File: src/rtl/serial_adder_if.sv
`default_nettype none
// ---------------------------------------------------------------------------
// serial_adder_if : request/result bundle for the bit-serial adder
// Revision: 1.0
// ---------------------------------------------------------------------------
interface serial_adder_if #(
  parameter int WIDTH = 8
);
  logic             start;
  logic [WIDTH-1:0] a;
  logic [WIDTH-1:0] b;
  logic             c_in;
  logic             busy;
  logic             done;
  logic [WIDTH-1:0] sum;
  logic             c_out;

  modport master (output start, a, b, c_in, input  busy, done, sum, c_out);
  modport slave  (input  start, a, b, c_in, output busy, done, sum, c_out);
endinterface
`default_nettype wire

File: src/rtl/serial_adder.sv
`default_nettype none
// ---------------------------------------------------------------------------
// serial_adder : one full-adder slice reused per cycle, WIDTH cycles per add
// Revision: 1.0
// ---------------------------------------------------------------------------
module half_adder (
  input  logic a,
  input  logic b,
  output logic s,
  output logic c
);
  assign s = a ^ b;
  assign c = a & b;
endmodule

module serial_adder #(
  parameter int WIDTH = 8
) (
  input  logic            clk,
  input  logic            rst_n,
  serial_adder_if.slave   bus
);
  localparam int CNT_W = $clog2(WIDTH);

  typedef enum logic [1:0] {
    S_IDLE = 2'd0,
    S_ADD  = 2'd1,
    S_DONE = 2'd2
  } state_t;

  state_t           state;
  logic [WIDTH-1:0] sa;
  logic [WIDTH-1:0] sb;
  logic [WIDTH-2:0] r;
  logic             carry;
  logic [CNT_W-1:0] cnt;
  logic             busy_q;
  logic             done_q;
  logic [WIDTH-1:0] sum_q;
  logic             c_out_q;

  logic             p;
  logic             g0;
  logic             s;
  logic             g1;
  logic             co;
  logic [WIDTH-1:0] r_next;
  logic             last;

  half_adder u_ha0 (.a(sa[0]), .b(sb[0]), .s(p), .c(g0));
  half_adder u_ha1 (.a(p),     .b(carry), .s(s), .c(g1));
  assign co = g0 | g1;

  // r keeps only the WIDTH-1 bits gathered so far; the current s completes it
  assign r_next = {s, r};
  assign last   = (cnt == CNT_W'(WIDTH - 1));

  always_ff @(posedge clk or negedge rst_n) begin
    if (!rst_n) begin
      state   <= S_IDLE;
      sa      <= '0;
      sb      <= '0;
      r       <= '0;
      carry   <= 1'b0;
      cnt     <= '0;
      busy_q  <= 1'b0;
      done_q  <= 1'b0;
      sum_q   <= '0;
      c_out_q <= 1'b0;
    end else begin
      case (state)
        S_IDLE, S_DONE: begin
          done_q <= 1'b0;
          if (bus.start) begin
            sa     <= bus.a;
            sb     <= bus.b;
            carry  <= bus.c_in;
            cnt    <= '0;
            busy_q <= 1'b1;
            state  <= S_ADD;
          end else begin
            state  <= S_IDLE;
          end
        end
        S_ADD: begin
          sa    <= sa >> 1;
          sb    <= sb >> 1;
          r     <= r_next[WIDTH-1:1];
          carry <= co;
          cnt   <= cnt + CNT_W'(1);
          if (last) begin
            sum_q   <= r_next;
            c_out_q <= co;
            busy_q  <= 1'b0;
            done_q  <= 1'b1;
            state   <= S_DONE;
          end
        end
        default: begin
          busy_q <= 1'b0;
          done_q <= 1'b0;
          state  <= S_IDLE;
        end
      endcase
    end
  end

  assign bus.busy  = busy_q;
  assign bus.done  = done_q;
  assign bus.sum   = sum_q;
  assign bus.c_out = c_out_q;
endmodule
`default_nettype wire
File: src/flat_wrapper.sv
// flat-port wrapper written by rule: the top's interface ports become plain ports
module serial_adder_flat 
#(
  parameter int WIDTH = 8
)
  (clk, rst_n, bus_start, bus_a, bus_b, bus_c_in, bus_busy, bus_done, bus_sum, bus_c_out);
  serial_adder_if #(.WIDTH(WIDTH)) bus_i ();
  input  logic clk;
  input  logic rst_n;
  input wire logic [$bits(bus_i.start)-1:0] bus_start;
  input wire logic [$bits(bus_i.a)-1:0] bus_a;
  input wire logic [$bits(bus_i.b)-1:0] bus_b;
  input wire logic [$bits(bus_i.c_in)-1:0] bus_c_in;
  output wire logic [$bits(bus_i.busy)-1:0] bus_busy;
  output wire logic [$bits(bus_i.done)-1:0] bus_done;
  output wire logic [$bits(bus_i.sum)-1:0] bus_sum;
  output wire logic [$bits(bus_i.c_out)-1:0] bus_c_out;
  assign bus_i.start = bus_start;
  assign bus_i.a = bus_a;
  assign bus_i.b = bus_b;
  assign bus_i.c_in = bus_c_in;
  assign bus_busy = bus_i.busy;
  assign bus_done = bus_i.done;
  assign bus_sum = bus_i.sum;
  assign bus_c_out = bus_i.c_out;
  serial_adder #(.WIDTH(WIDTH)) u_core (.clk(clk), .rst_n(rst_n), .bus(bus_i));
endmodule
File: config.mk
export PLATFORM = sky130hd
export DESIGN_NAME = serial_adder_flat
export DESIGN_NICKNAME = d
export VERILOG_FILES = /design/src/rtl/serial_adder_if.sv /design/src/rtl/serial_adder.sv /design/src/flat_wrapper.sv
export SDC_FILE = /design/constraint.sdc
export NUM_CORES = 1
export LEC_CHECK = 0
export CAP_MARGIN = 20
export CORE_MARGIN = 5
export CORE_UTILIZATION = 40
export CTS_BUF_LIST = sky130_fd_sc_hd__clkbuf_16
export DETAILED_ROUTE_END_ITERATION = 10
export SETUP_SLACK_MARGIN = 0.4
export SLEW_MARGIN = 20
export SYNTH_ARGS = -nofsm -noshare
export SYNTH_HDL_FRONTEND = slang
export SYNTH_HIERARCHICAL = 1
export SYNTH_SLANG_ARGS = --single-unit
File: constraint.sdc
create_clock -name clk -period 4.4 [get_ports clk]
set_input_delay 0.66 -clock clk [delete_from_list [all_inputs] [get_ports clk]]
set_output_delay 0.66 -clock clk [all_outputs]
set_load 0.02 [all_outputs]
==> flow_metrics.tcl <==
set metrics [dict create \
    syn_inst 161 \
    status "completed" \
    grt_usage_pct 13.66 \
    syn_to_final_growth_pct 26.98 \
    cts_root_buf "clkbuf_16" \
    drc_errors 0 \
    crit_family "buffers and inverters" \
    synth_cell_type_count 22 \
    syn_avg_cell_area_um2 10.23 \
    power_density_nw_per_um2 753.8 \
    synth_nets 185 \
    relSlewSlack_pct 43.86 \
    netlist_area_um2 1647 \
    numCtsBuffers 5 \
    cellLeakagePower_uw 0.0009615 \
    hold_path_class "in -> async" \
    rsz0062_at_grt "no" \
    grt_pass1_wl_um 5678 \
    fp-row-count 23 \
    skew_ps 4.362 \
    fin_crit_ps 1929 \
    synth_edf_count 0 \
    ys_ff_latch 39 \
    synth_most_common_cell "nand2_1" \
    yosys_warnings 6 \
    cts_resized 0 \
    hold_violations 0 \
    critical_path_buf_inv_count 1 \
    max-clock-path-buffers 2 \
    synth_commonest_cells "nand2_1 (51), dfrtp_1 (39), nor2_1 (18), a31oi_1 (14), mux2_1 (7)" \
    wl_um 3333 \
    cts_sinks 39 \
    wl_per_cell_um 13.83 \
    ios 31 \
    die_w_um 74.16 \
    routabilityCongestion 0.7292 \
    clk_pin_slew_ps 60 \
    worstPathCellList "clkdlybuf4s50_1" \
    post_cts_buffers 0 \
    dieArea_um2 5500 \
    num_vias 1202 \
    setup_tns_ps 0 \
    htreeDepth 2 \
    ant_nets 0 \
    drt_iter0_markers 81 \
    grt_pass1_vias 1224 \
    yosysTopAreaCell "dfrtp_1" \
    required_ps 3740 \
    cp_slowest_cell "clkdlybuf4s50_1" \
    crit_type "reg -> out" \
    cp-end-kind "primary output" \
    cp.arrival_ps 1270 \
    slowest_delay_ps 620 \
    synth-main-ff-cell "dfrtp_1" \
    async_reset_ff_share_pct 100.0 \
    startpoint "u_core/state[1]" \
    die_h_um 74.16 \
    reg2reg_from "u_core/cnt[0]" \
    antenna_found_initial 0 \
    clk_latency_ps 280 \
    fmax_ghz 0.5184 \
    start_util_pct 41.16 \
    antenna_cells 0 \
    routed_via_density 4.988 \
    grt_max_degree 40 \
    cp_max_fo 5 \
    fin_crit_sh_pct 43.84 \
    drv_slew 0 \
    port_buffers 30 \
    final_core_util_pct 52.27 \
    dp_hpwl_um 2123 \
    synth_top_area_share_pct 59.27 \
    peakVddDrop_mv 0.3668 \
    core-area_um2 4000 \
    cap_violations 0 \
    setup_viol 0 \
    cts_tree "built" \
    worstMarginPinSlew_ps 842.2 \
    dr.pass1.iters 4 \
    synth.yosys.seq_area_share_pct 59.27 \
    critPathLaunchType "flip-flop" \
    fin_nets 214 \
    yosys-top-cells-area "dfrtp_1 (59%), nand2_1 (12%), a31oi_1 (5.3%)" \
    drive_above_1_share_pct 5.236 \
    gr-total-overflow 0 \
    postCtsHoldBufs 0 \
]
## logic make-up after synthesis
group | synth area share (%)
AO/OA/AOI/OAI | 9.270
adder cells (fa/ha/maj) | 3.040
flip-flops | 59.27
buffers and inverters | 4.179
AND/OR/NAND/NOR | 18.77
multiplexers | 5.471
## cells in the final DEF (no fill, tap or decap)
master and instances:
nand2_1 51, dfrtp_1 39, clkdlybuf4s50_1 29, nor2_1 18, a31oi_1 14, mux2_1 7, clkbuf_16 5, a22o_1 4
ha_1 4, o21ai_0 3, inv_1 2, clkinv_1 2, nand2b_1 2, buf_4 2, buf_2 1, nand3b_1 1
nor2b_1 1, and2b_1 1, nor2_4 1, a221o_1 1, nand3_1 1, o21ai_1 1, mux2_2 1
## cell type report
type                    instances  area (um2)
well taps                      50       62.56
inverters                       1       3.754
flip-flops and latches         39       975.9
clock buffers                   5       125.1
multi-input cells             111       601.8
fillers                       350        1909
clock inverters                 3       11.26
repair buffers                 32       310.3
## flip-flops by register name, summed over array words and instances (netlist names)
signal,count
u_core/bus.busy,1
u_core/sa,8
u_core/carry,1
u_core/state,2
u_core/sb,8
u_core/bus.c_out,1
u_core/r,7
u_core/bus.sum,8
u_core/cnt,3
## through the flow
step | worst slack, ps | power (uW) | cells | instance area (um2) | hold WS [ps]
3_3_place_gp | 2397 | 1228 | 233 | 1954 | 457.1
5_1_grt | 2412 | 1704 | 241 | 2091 | 506.3
4_1_cts | 2458 | 1594 | 241 | 2091 | 483.7
2_1_floorplan | 2895 | 1053 | 161 | 1647 | 364.4
6_report | 2471 | 1576 | 241 | 2091 | 480.9
3_5_place_dp | 2355 | 1249 | 233 | 1954 | 466.6
## metal layers
| layer | vias to the layer above | GRT usage, % | part of all wire [%] |
|---|---|---|---|
| met3 | 6 | 6.081 | 8.3 |
| li1 | 594 | - | - |
| met1 | 566 | 16.98 | 45 |
| met5 | - | 0 | 0 |
| met4 | 0 | 5.030 | 1.2 |
| met2 | 36 | 21.06 | 45 |
## worst paths after layout
kind / end / slack [ps] / cells after the start
setup / recovery: bus_done / 2470 / 1
hold / removal: u_core/sa[3] / 480 / 1
setup reg to reg: u_core/bus.sum[6] / 2630 / 4
hold reg to reg: u_core/r[0] / 490 / 2
max in group asynchronous: u_core/state[1] / 3380 / 1
min in group clk: u_core/r[0] / 490 / 2
## where the power goes
part / leakage, uW / internal, uW / switching [uW] / total, uW
logic: 0.000426 / 272 / 344 / 616
registers: 0.000466 / 531 / 96.7 / 627
clock network: 0.0000701 / 204 / 129 / 333
total: 0.000962 / 1010 / 570 / 1580
Note: power is estimated with default switching activity, not from simulation.
